`src/rtl/alu_exec_unit.sv`:
```
// Handshaked execute-stage ALU: single-cycle arithmetic/logic ops, iterative one-bit-per-cycle shifter.
// Define ALU_BARREL_SHIFT_EN to replace the iterative shifter with a combinational barrel shifter.
module alu_exec_unit #(
  parameter int XLEN    = 32,
  parameter int SHAMT_W = $clog2(XLEN)
) (
  input  logic            clk,
  input  logic            reset_n,
  input  logic            in_valid,
  output logic            in_ready,
  input  logic [3:0]      alu_ctrl,
  input  logic [XLEN-1:0] op_a,
  input  logic [XLEN-1:0] op_b,
  output logic            out_valid,
  input  logic            out_ready,
  output logic [XLEN-1:0] result,
  output logic            zero
);

`ifdef ALU_BARREL_SHIFT_EN
  localparam bit IterShift = 1'b0;
`else
  localparam bit IterShift = 1'b1;
`endif

  typedef enum logic [1:0] {IDLE, SHIFT, DONE} state_e;

  state_e              state_q, state_d;
  logic [XLEN-1:0]     result_q, result_d;
  logic                zero_q, zero_d;
  logic [XLEN-1:0]     shiftReg_q, shiftReg_d;
  logic [SHAMT_W-1:0]  shiftCnt_q, shiftCnt_d;
  logic                shRight_q, shRight_d;
  logic                shArith_q, shArith_d;

  logic [SHAMT_W-1:0]  shamt;
  logic                isShift;
  logic                startIter;
  logic [XLEN-1:0]     aluRes;
  logic [XLEN-1:0]     immRes;
  logic [XLEN-1:0]     shiftStep;

  assign shamt     = op_b[SHAMT_W-1:0];
  assign isShift   = (alu_ctrl == 4'b0001) || (alu_ctrl == 4'b0101) || (alu_ctrl == 4'b1101);
  assign startIter = IterShift && isShift && (shamt != '0);
  // A zero-amount iterative shift completes straight from IDLE and returns op_a unchanged.
  assign immRes    = (IterShift && isShift) ? op_a : aluRes;
  assign shiftStep = shRight_q ? {shArith_q & shiftReg_q[XLEN-1], shiftReg_q[XLEN-1:1]}
                               : {shiftReg_q[XLEN-2:0], 1'b0};

  always_comb begin
    aluRes = op_a + op_b;
    case (alu_ctrl)
      4'b1000: aluRes = op_a - op_b;
      4'b0010: aluRes = {{(XLEN-1){1'b0}}, $signed(op_a) < $signed(op_b)};
      4'b0011: aluRes = {{(XLEN-1){1'b0}}, op_a < op_b};
      4'b0100: aluRes = op_a ^ op_b;
      4'b0110: aluRes = op_a | op_b;
      4'b0111: aluRes = op_a & op_b;
`ifdef ALU_BARREL_SHIFT_EN
      4'b0001: aluRes = op_a << shamt;
      4'b0101: aluRes = op_a >> shamt;
      4'b1101: aluRes = $signed(op_a) >>> shamt;
`endif
      default: aluRes = op_a + op_b;
    endcase
  end

  always_ff @(posedge clk or negedge reset_n) begin
    if (!reset_n) begin
      state_q    <= IDLE;
      result_q   <= '0;
      zero_q     <= 1'b0;
      shiftReg_q <= '0;
      shiftCnt_q <= '0;
      shRight_q  <= 1'b0;
      shArith_q  <= 1'b0;
    end else begin
      state_q    <= state_d;
      result_q   <= result_d;
      zero_q     <= zero_d;
      shiftReg_q <= shiftReg_d;
      shiftCnt_q <= shiftCnt_d;
      shRight_q  <= shRight_d;
      shArith_q  <= shArith_d;
    end
  end

  // The last shift step writes the result directly so a shift of N bits takes N+1 cycles.
  always_comb begin
    state_d = state_q;
    case (state_q)
      IDLE:    if (in_valid) state_d = startIter ? SHIFT : DONE;
      SHIFT:   if (shiftCnt_q == SHAMT_W'(1)) state_d = DONE;
      DONE:    if (out_ready) state_d = IDLE;
      default: state_d = IDLE;
    endcase
  end

  always_comb begin
    result_d   = result_q;
    zero_d     = zero_q;
    shiftReg_d = shiftReg_q;
    shiftCnt_d = shiftCnt_q;
    shRight_d  = shRight_q;
    shArith_d  = shArith_q;
    case (state_q)
      IDLE: begin
        if (in_valid) begin
          if (startIter) begin
            shiftReg_d = op_a;
            shiftCnt_d = shamt;
            shRight_d  = alu_ctrl[2];
            shArith_d  = alu_ctrl[3];
          end else begin
            result_d = immRes;
            zero_d   = (immRes == '0);
          end
        end
      end
      SHIFT: begin
        shiftReg_d = shiftStep;
        shiftCnt_d = shiftCnt_q - SHAMT_W'(1);
        if (shiftCnt_q == SHAMT_W'(1)) begin
          result_d = shiftStep;
          zero_d   = (shiftStep == '0);
        end
      end
      default: ;
    endcase
  end

  always_comb begin
    in_ready  = (state_q == IDLE);
    out_valid = (state_q == DONE);
    result    = result_q;
    zero      = zero_q;
  end

endmodule
```
`config.mk`:
```
export PLATFORM = sky130hd
export DESIGN_NAME = alu_exec_unit
export DESIGN_NICKNAME = d
export VERILOG_FILES = /design/src/rtl/alu_exec_unit.sv
export SDC_FILE = /design/constraint.sdc
export NUM_CORES = 1
export LEC_CHECK = 0
export BUFFER_PORTS_ARGS = -buffer_cell sky130_fd_sc_hd__buf_2
export CAP_MARGIN = 5
export CORE_ASPECT_RATIO = 0.5
export CORE_MARGIN = 1.5
export CORE_UTILIZATION = 61
export CTS_CLUSTER_DIAMETER = 150
export DETAILED_ROUTE_END_ITERATION = 10
export GPL_ROUTABILITY_DRIVEN = 0
export PLACE_DENSITY = 0.89
export SYNTH_ARGS = -nofsm -noshare
export SYNTH_HDL_FRONTEND = slang
export SYNTH_SLANG_ARGS = --single-unit
```
`constraint.sdc`:
```
create_clock -name clk -period 3.3 [get_ports clk]
set_input_delay 0.33 -clock clk [delete_from_list [all_inputs] [get_ports clk]]
set_output_delay 0.33 -clock clk [all_outputs]
set_load 0.02 [all_outputs]
```
==> results of run 1 <==
==> cell families after synthesis <==
family | Yosys count | synth area share [%]
DFF | 74 | 19.0
buffers and inverters | 197 | 7.89
and+or+nand+nor | 426 | 21.0
AOI/OAI and AO/OA | 485 | 33.1
muxes | 29 | 3.10
xor gates and xnor gates | 32 | 2.88
adders and majority gates | 100 | 13.0
==> metrics by stage <==
step | cell area (um2) | util [%] | hold slack [ns] | instances | worst slack [ns]
floorplan | 9790 | - | 0.0344 | 1343 | 0.0271
global placement | 12400 | 79.7 | 0.457 | 1844 | -0.577
detailed placement | 12400 | 79.7 | 0.462 | 1844 | -0.842
CTS | 13300 | 86.1 | 0.158 | 1878 | -0.119
==> repair_timing <==
| action | in CTS |
|---|---|
| gates cloned | 0 |
| setup buffers | 18 |
| gates resized for setup | 109 |
| setup endpoints to repair | 9 |
| pin swaps | 46 |
==> metal layers <==
metal | global-route usage, % | GRT overflow
met3 | 76.7 | 3
met1 | 80.6 | 0
met5 | 61.2 | 0
met4 | 73.0 | 1
met2 | 90.6 | 0
==> metrics, run 1 <==
syn avg cell area=7.24 um2; synth cell count leaders=nand2_1, o21ai_0, nor2_1, ha_1; Async SR Flop Fraction=100%; CTS sink count=74; grt total ovfl=4; warnings from Yosys=0; Max clock buf depth=2; Final HPWL DP=33300 um; post-synth top area share=19.0%; Synth Cell Area=0.00973 mm2; Mapped Cells=1343; net count after synthesis=1515; post-synth top area cell=dfrtp_1; CTS H-Tree Depth=3; status=did not finish; Seq cells post-synth=74; number of global-route vias before repair=16460; Rows=32; CTS buffer count=9; die span in x=182 um; last flow stage reached=5_1_grt; port bufs=106; Tot GR Track Use=81.0%; global-route wire length before repair=100000 um; Synth area leaders=dfrtp_1, ha_1, o21ai_0; Chip Height=92.3 um; Root Buffer=clkbuf_16; most frequent cell after synthesis=nand2_1; First Err=[ERROR GRT-0116] Global routing finished with congestion. Check the congestion regions in the DRC Viewer.; Boundary Pins=107; number of synthesized flops with an enable pin=0; sequential area share after synthesis=19.0%; ys flop type=dfrtp_1; largest net degree at the start of global routing=75; hold buffers post-CTS=0; Yosys cell types=89; Initial Util=62.8%
==> run 2, diff against run 1 <==
--- a/config.mk
+++ b/config.mk
@@ -7,13 +7,11 @@
 export LEC_CHECK = 0
 export BUFFER_PORTS_ARGS = -buffer_cell sky130_fd_sc_hd__buf_2
 export CAP_MARGIN = 5
-export CORE_ASPECT_RATIO = 0.5
 export CORE_MARGIN = 1.5
-export CORE_UTILIZATION = 61
-export CTS_CLUSTER_DIAMETER = 150
+export CORE_UTILIZATION = 40
 export DETAILED_ROUTE_END_ITERATION = 10
 export GPL_ROUTABILITY_DRIVEN = 0
-export PLACE_DENSITY = 0.89
+export PLACE_DENSITY_LB_ADDON = 0.15
 export SYNTH_ARGS = -nofsm -noshare
 export SYNTH_HDL_FRONTEND = slang
 export SYNTH_SLANG_ARGS = --single-unit
==> run 2 against run 1 <==
Net effect: the flow now finishes, with violations (negative setup slack); synthesized area stayed put; synthesized cell count stayed put.
==> metrics, run 2 <==
CTS sink count=74; Seq cells post-synth=74; worst skew pair latency=0.34 ns; leak pwr=6.53 nW; Max clock buf depth=2; Final HPWL DP=31600 um; 1st-pass router iterations=7; Yosys cell types=89; xor/xnor share of the synthesized area=2.88%; CP Cell Sequence=buf_12 -> ha_4 -> fa_2 -> a211oi_4 -> o21ai_4 -> a32o_2 -> o41ai_4 -> xnor2_1 -> o21ai_0 -> a2bb2oi_1 -> nor4b_2 -> o221ai_2 -> nor4_4 -> nand4_1 -> o21ai_1; number of global-route vias before repair=11165; CP max stage cell=fa_2; hold buffers post-CTS=0; CTS H-Tree Depth=3; Avg Vias per Cell=5.89; Min-Delay Path Class=in2async; slowest stage delay, CP=0.42 ns; Worst path top cell family by delay=compound AO/OA/AOI/OAI gates; max-slew violations=0; Synth area leaders=dfrtp_1, ha_1, o21ai_0; Synth Cell Area=0.00973 mm2; failing checks=negative setup slack; FF-to-FF Start=state_q[0]$_DFFE_PN0P_; CTS buffer count=9; fin area=0.0138 mm2; most frequent cells in the layout=buf_4, nand2_1, nor2_1; CP Capture Type=flop; Max Clock Freq=291 MHz; R2R cell count=11; vias=12044; Hold Fails Final Rpt=0; post-synth top area share=19.0%; Area after DPL=0.0129 mm2; initial antenna violation count=0; share of cells above drive strength 1=33.9%; status=complete, but fails checks; RSZ-0062 raised after global routing=yes; crit path launch type=primary input; Boundary Pins=107; global-route wire length before repair=61400 um; worst hold margin=0.140 ns; WL/cell=19.4 um; fillers=2309; VDD IR-drop max=403 uV; mux share of post-synthesis cell area=3.10%; Async SR Flop Fraction=100%; die span in x=159 um; post-synth top area cell=dfrtp_1; net count after synthesis=1515; fin cells=2044; Mapped Cells=1343; final setup vio count=1; P&R area growth vs syn=42.0%; port bufs=106; arrival time at the worst endpoint=3.70 ns; CTS tree=built; Max-Cap Viols=0; sequential area share after synthesis=19.0%; Pwr per Cell Area=467 mW/mm2; Synth Area in Compound Gates=33.1%; Core Area=0.0237 mm2; area share of fa/ha/maj cells after synthesis=13.0%; WL final=39700 um; largest net degree at the start of global routing=75; Cells after DPL=2016; warnings from Yosys=0; clk_skew=0.00560 ns; r2r setup slk=0.39 ns; Tot GR Track Use=30.5%; Root Buffer=clkbuf_16; Period Utilization, post-route=104%; DIE AREA=0.0253 mm2; Buf/Inv on CP=1; PnR worst setup slack=-0.137 ns; slew margin rel.=36.7%; Chip Height=159 um; Worst-Margin Slew=0.950 ns; DRC Markers=0; # diodes=0; number of synthesized flops with an enable pin=0; Data required, critical path=3.56 ns; synth cell count leaders=nand2_1, o21ai_0, nor2_1, ha_1; syn avg cell area=7.24 um2; largest family of logic cells by synthesized area=compound AO/OA/AOI/OAI gates; ys flop type=dfrtp_1; fin util=58.3%; Antenna Nets Post-Route=0; final layout net count=1892; commonest non-fill, non-tap cell in the layout=buf_4; most frequent cell after synthesis=nand2_1; grt total ovfl=0; 1st-iter DRT viols=1539; Reg clk slew, reported paths=0.06 ns; Synth Area in Simple Gates=21.0%; reg2reg end=zero$_DFFE_PN0P_; Rows=56; critical-path maximum fanout=4; WS Path Type=in2reg; Initial Util=41.1%; Tmin final=3.44 ns
==> run 2: cell counts after synthesis <==
No cell type changed its count.
==> run 2: kinds of logic (layout without fill, tap and decap cells) <==
family / Yosys count / count (layout)
compound gates: 485 / 485
simple gates: 426 / 426
buf+inv: 197 / 579
fa+ha+maj: 100 / 100
flops: 74 / 74
xor+xnor: 32 / 32
mux: 29 / 29
==> run 2: final cells by class <==
class | count | area, um2 | share of cell area (%)
Sequential cell | 74 | 1850 | 13.4
Timing Repair Buffer | 461 | 3250 | 23.6
Tap cell | 319 | 399 | 2.89
Inverter | 102 | 385 | 2.79
Clock buffer | 14 | 274 | 1.98
Multi-Input combinational cell | 1072 | 7640 | 55.3
Clock inverter | 2 | 10.0 | 0.0725
==> run 2: routing by layer <==
metal / vias to the layer above / share of wire [%] / wire length, um / track usage [%]
met5: - / 0 / 0 / 0
li1: 5651 / - / - / -
met2: 633 / 43 / 16900 / 46.1
met1: 5661 / 44 / 17400 / 42.9
met3: 99 / 10 / 4080 / 6.17
met4: 0 / 3.4 / 1350 / 10.8
==> run 2: power by group <==
group	internal (mW)	leakage, nW	switching, mW	total [mW]
Clock	0.569	0.143	0.363	0.931
Combinational	1.60	5.47	2.13	3.73
Sequential	1.34	0.913	0.448	1.78
==> run 2: metrics by stage <==
stage | power [mW] | setup slack [ns] | setup TNS (ns)
2_1_floorplan | 3.86 | 0.0271 | 0
3_3_place_gp | 5.25 | -0.657 | -4.61
3_5_place_dp | 5.30 | -0.751 | -5.36
4_1_cts | 6.34 | -0.109 | -0.109
5_1_grt | 6.89 | -0.278 | -0.784
6_report | 6.44 | -0.137 | -0.137
==> run 2: repair_timing <==
item / CTS / global route
buffers inserted: 8 / 4
endpoints found under the setup margin: 8 / 11
gates resized for setup: 64 / 43
gates cloned: 0 / 0
pin swaps: 31 / 23
==> run 2: worst register-to-register path: cells and delay by family, from the launching register on <==
kind / cells / cell delay (ns)
AO/OA/AOI/OAI: 3 / 0.78
flip-flops: 1 / 0.43
AND/OR/NAND/NOR: 7 / 1.48
buffers and inverters: 1 / 0.16
==> run 2: worst max-delay path by stage <==
stage,startpoint,endpoint,slack (ns),depth (start not counted)
floorplan,op_a[0],zero$_DFFE_PN0P_,0.03,14
global placement,op_a[9],zero$_DFFE_PN0P_,-0.66,16
detailed placement,op_a[0],zero$_DFFE_PN0P_,-0.75,18
CTS,op_a[0],zero$_DFFE_PN0P_,-0.11,16
global route,op_a[2],zero$_DFFE_PN0P_,-0.28,18
finish,op_a[0],zero$_DFFE_PN0P_,-0.14,15
No activity file was read; power rests on OpenSTA's default activity.
==> run 3, diff against run 2 <==
--- a/config.mk
+++ b/config.mk
@@ -8,7 +8,7 @@
 export BUFFER_PORTS_ARGS = -buffer_cell sky130_fd_sc_hd__buf_2
 export CAP_MARGIN = 5
 export CORE_MARGIN = 1.5
-export CORE_UTILIZATION = 40
+export CORE_UTILIZATION = 45
 export DETAILED_ROUTE_END_ITERATION = 10
 export GPL_ROUTABILITY_DRIVEN = 0
 export PLACE_DENSITY_LB_ADDON = 0.15
==> constraint.sdc (replaced) <==
create_clock -name clk -period 3.3 [get_ports clk]
set_input_delay 0 -clock clk [delete_from_list [all_inputs] [get_ports clk]]
set_output_delay 0 -clock clk [all_outputs]
set_load 0.02 [all_outputs]
==> run 3 against run 2 <==
Net effect: the flow now finishes without violations; clock skew up 0.00065 ns; cell count down 5.8%; critical path depth up 3; non-clock buffer count down 75; power down 0.95%; register-to-register slack worse by 0.07 ns; critical path type unchanged; largest cell class unchanged; largest power group unchanged; highest routed layer unchanged.
==> metrics, run 3 (synthesized netlist as in run 2, its figures left out) <==
global-route wire length before repair=59000 um; Reg clk slew, reported paths=0.06 ns; Period Utilization, post-route=98.4%; Max clock buf depth=2; sw frac=45.6%; share of cells above drive strength 1=28.1%; fillers=1986; Tot GR Track Use=33.9%; DIE AREA=0.0225 mm2; initial antenna violation count=0; slew margin rel.=21.1%; Core Area=0.0211 mm2; Avg Vias per Cell=6.08; Clock power frac=16.5%; critical-path maximum fanout=4; final layout net count=1817; vias=11706; Comb power frac=55.5%; P&R area growth vs syn=32.1%; Rows=53; 1st-iter DRT viols=1250; crit path launch type=primary input; Root Buffer=clkbuf_16; VDD IR-drop max=336 uV; port bufs=106; leak pwr=6.11 nW; Max Clock Freq=308 MHz; 1st-pass router iterations=8; Worst-Margin Slew=1.18 ns; Min-Delay Path Class=in2reg; Pwr per Cell Area=497 mW/mm2; final total power=6.38 mW; Tmin final=3.25 ns; register area=0.00185 mm2; Antenna Nets Post-Route=0; worst skew pair latency=0.34 ns; CTS tree=built; sequential power share=28.0%; die span in x=150 um; RSZ-0062 raised after global routing=yes; Max-Cap Viols=0; Chip Height=150 um; status=completed; WL final=38600 um; CP Capture Type=flop; arrival time at the worst endpoint=3.52 ns; commonest non-fill, non-tap cell in the layout=buf_4; # diodes=0; number of global-route vias before repair=10896; final setup vio count=0; WL/cell=20.0 um; Switch Pwr=2.91 mW; multi-input logic area=0.00729 mm2; Final HPWL DP=30200 um; Hold Fails Final Rpt=0; grt total ovfl=0; DRC Markers=0; CTS sink count=74; Boundary Pins=107; Pint=3.47 mW; CTS H-Tree Depth=3; most frequent cells in the layout=buf_4, nand2_1, o21ai_0; max-slew violations=0; Data required, critical path=3.57 ns; clk_skew=0.00625 ns; fin util=60.9%; WS Path Type=in2reg; largest net degree at the start of global routing=75; Initial Util=46.1%; CTS buffer count=9
run 3: cell count changes in the layout (fill, tap and decap cells not counted), moves of 4 or more:
cell / change
o21ai_0: +7
inv_1: +6
inv_2: -5
o21ai_2: -4
buf_6: -5
ha_1: +8
buf_4: -73
ha_4: -8
a21oi_1: +6
a21oi_2: -6
run 3: layout make-up:
| cell class | count | area share, % |
|---|---|---|
| Clock inverter | 7 | 0.730 |
| Multi-Input combinational cell | 1072 | 56.7 |
| Tap cell | 275 | 2.68 |
| Timing Repair Buffer | 386 | 20.7 |
| Sequential cell | 74 | 14.4 |
| Inverter | 102 | 2.98 |
| Clock buffer | 9 | 1.75 |
run 3: final timing paths:
kind	end	depth (start not counted)	start	slack (ns)
min in group asynchronous	shiftCnt_q[4]$_DFFE_PN0P_	2	reset_n	0.34
setup / recovery	zero$_DFFE_PN0P_	18	op_b[1]	0.05
setup reg to reg	zero$_DFFE_PN0P_	11	state_q[0]$_DFFE_PN0P_	0.32
hold reg to reg	result[3]$_DFFE_PN0P_	1	result[3]$_DFFE_PN0P_	0.47
hold / removal	shiftReg_q[28]$_DFFE_PN0P_	3	op_a[28]	0.02
max in group asynchronous	shRight_q$_DFFE_PN0P_	2	reset_n	2.31
run 3: metal layers:
metal	share of wire, %	vias to the layer above	GRT usage [%]	routed length (um)
li1	-	5496	-	-
met1	42	5436	45.9	16400
met2	43	659	51.2	16400
met3	11	115	8.63	4240
met4	4.0	0	13.6	1560
met5	0	-	0	0
run 3: per-stage QoR:
stage                     hold slack (ns)  instances  setup slack (ns)  TNS [ns]  instance area [um2]
after global routing               0.0555       1925           -0.0824   -0.0873                12800
after detailed placement            0.199       1904            -0.505     -2.00                12300
after floorplan                    -0.296       1343            0.0741         0                 9730
after global placement              0.191       1904            -0.436     -1.54                12300
final                              0.0218       1925            0.0526         0                12800
after CTS                          0.0144       1922           0.00922         0                12700
run 3: power by group through the flow:
stage | Sequential, mW | Clock (mW) | Combinational (mW)
after global placement | 1.78 | 0 | 3.37
after detailed placement | 1.79 | 0 | 3.43
after global routing | 1.85 | 1.11 | 3.86
after floorplan | 1.84 | 0 | 2.00
after CTS | 1.78 | 1.06 | 3.44
final | 1.79 | 1.06 | 3.54
run 3: repair_timing:
action | 4_1_cts | 5_1_grt
cloned | 0 | 0
hold endpoints to repair | 75 | 0
setup endpoints to repair | 1 | 8
gates resized for setup | 2 | 35
hold buffers | 2 | 0
setup buffers | 0 | 3
pin swaps | 2 | 12
run 3: worst max-delay path: stages:
cell	delay, ns
buf_2	0.14
inv_1	0.07
ha_1	0.33
buf_4	0.14
o21bai_2	0.09
and3_4	0.21
buf_4	0.14
o211ai_1	0.17
nand2_1	0.16
o21ai_1	0.19
buf_4	0.14
mux2i_1	0.19
a32oi_1	0.17
a211o_2	0.34
or4_4	0.50
nor4_4	0.30
nand4_1	0.11
o21ai_1	0.12
==> run 4, diff against run 3 <==
--- a/config.mk
+++ b/config.mk
@@ -8,7 +8,7 @@
 export BUFFER_PORTS_ARGS = -buffer_cell sky130_fd_sc_hd__buf_2
 export CAP_MARGIN = 5
 export CORE_MARGIN = 1.5
-export CORE_UTILIZATION = 45
+export CORE_UTILIZATION = 35
 export DETAILED_ROUTE_END_ITERATION = 10
 export GPL_ROUTABILITY_DRIVEN = 0
 export PLACE_DENSITY_LB_ADDON = 0.15
==> run 4 against run 3 <==
Net effect: register-to-register slack got worse by 0.02 ns; worst hold slack improved by 0.012 ns; core utilization shrank 12 points; clock skew grew 0.0035 ns; clock power shrank 8%; final area grew 4.0%; first-iteration DRC count grew 7.8%; non-clock buffer count is 22 higher; clock-buffer cell count up 2; highest routed layer unchanged.
==> metrics, run 4 (synthesized netlist as in run 2, its figures left out) <==
hold depth=3; Max clock buf depth=2; CTS tree=built; Final HPWL DP=32500 um; Worst-Margin Slew=0.960 ns; Max Clock Freq=312 MHz; Rows=60; die span in x=170 um; VDD IR-drop max=336 uV; arrival time at the worst endpoint=3.47 ns; Worst Hold Endpoint=shiftReg_q[27]$_DFFE_PN0P_; Period Utilization, post-route=97.2%; Area after DPL=0.0126 mm2; Cells after DPL=2018; clk_skew=0.00977 ns; WL final=40800 um; multi-input logic area=0.00752 mm2; commonest non-fill, non-tap cell in the layout=buf_4; FF-to-FF Start=state_q[0]$_DFFE_PN0P_; slew margin rel.=36.0%; PnR worst setup slack=0.0937 ns; Tmin final=3.21 ns; CP Capture Type=flop; status=completed; WS Path Type=in2reg; share of cells above drive strength 1=30.6%; 1st-iter DRT viols=1348; R2R cell count=11; crit path launch type=primary input; final layout net count=1839; 1st-pass router iterations=6; initial antenna violation count=0; largest net degree at the start of global routing=75; Max-Cap Viols=0; number of global-route vias before repair=10792; CTS sink count=74; reg2reg end=zero$_DFFE_PN0P_; WL/cell=19.9 um; Tot GR Track Use=27.9%; register area=0.00185 mm2; fin util=49.3%; r2r setup slk=0.30 ns; Min-Delay Path Class=in2reg; sequential power share=27.8%; vias=11653; Data required, critical path=3.56 ns; port bufs=106; Hold Fails Final Rpt=0; global-route wire length before repair=62200 um; DRC Markers=0; Core Area=0.0271 mm2; critical-path maximum fanout=9; CTS buffer count=9; final setup vio count=0; Clock power frac=15.2%; Boundary Pins=107; Avg Vias per Cell=5.70; leak pwr=6.25 nW; DIE AREA=0.0288 mm2; sw frac=45.7%; Pwr per Cell Area=479 mW/mm2; Comb power frac=57.0%; Switch Pwr=2.92 mW; Place WS=-0.527 ns; CTS H-Tree Depth=3; most frequent cells in the layout=buf_4, nand2_1, o21ai_0; fin area=0.0134 mm2; fin cells=2044; P&R area growth vs syn=37.4%; Chip Height=170 um; # diodes=0; Initial Util=35.9%; Reg clk slew, reported paths=0.06 ns; grt total ovfl=0; max-slew violations=0; fillers=2743; min-delay src=op_a[27]; Pint=3.48 mW; Root Buffer=clkbuf_16; Antenna Nets Post-Route=0; worst skew pair latency=0.33 ns
run 4: worst max-delay path, cell delays in order:
cell      delay [ns]
buf_2           0.12
inv_1           0.09
ha_4            0.29
buf_6           0.13
nand4_1         0.21
nor4_2          0.43
a221oi_2        0.09
o21ai_1         0.13
buf_4           0.16
a21oi_1         0.07
xnor2_1         0.20
o221ai_2        0.16
a211o_2         0.32
or4_4           0.51
nor4_4          0.31
nand4_1         0.11
o21ai_1         0.12
run 4: worst max-delay path by stage:
stage	from	endpoint	slack (ns)	cells after the start
CTS	op_a[0]	zero$_DFFE_PN0P_	-0.01	17
detailed placement	op_a[0]	zero$_DFFE_PN0P_	-0.53	17
global route	op_b[13]	zero$_DFFE_PN0P_	-0.02	17
global placement	op_a[0]	zero$_DFFE_PN0P_	-0.52	14
floorplan	op_a[0]	zero$_DFFE_PN0P_	0.07	13
finish	op_a[13]	zero$_DFFE_PN0P_	0.09	17
run 4: what timing repair did:
item,CTS,global route
resized for setup,7,78
endpoints found under the hold margin,75,0
pin swaps,2,33
hold buffers,2,0
cloned,0,0
buffers inserted,0,10
setup endpoints to repair,2,9
run 4: metal layers:
| layer | vias up | global-route usage (%) | part of all wire (%) |
|---|---|---|---|
| li1 | 5532 | - | - |
| met1 | 5529 | 40.9 | 47 |
| met2 | 513 | 43.3 | 43 |
| met3 | 79 | 2.85 | 7.2 |
| met4 | 0 | 7.23 | 2.7 |
| met5 | - | 0 | 0 |
run 4: per-stage QoR:
step	hold WS, ns	total power [mW]	setup TNS (ns)
finish	0.0336	6.40	0
detailed placement	0.201	5.28	-2.70
floorplan	-0.296	3.84	0
global route	0.0340	6.87	-0.0234
CTS	0.0237	6.27	-0.0136
global placement	0.200	5.23	-2.29
run 4: layout make-up:
cell class	instances	area share [%]
Timing Repair Buffer	408	21.3
Inverter	102	2.87
Clock inverter	5	0.403
Multi-Input combinational cell	1072	56.3
Clock buffer	11	1.82
Tap cell	372	3.48
Sequential cell	74	13.9
run 4: power by group through the flow:
stage,Combinational (mW),Clock [mW],Sequential (mW)
after global routing,4.00,1.03,1.84
after floorplan,2.00,0,1.84
after global placement,3.45,0,1.78
final,3.65,0.975,1.78
after CTS,3.50,0.991,1.78
after detailed placement,3.49,0,1.79
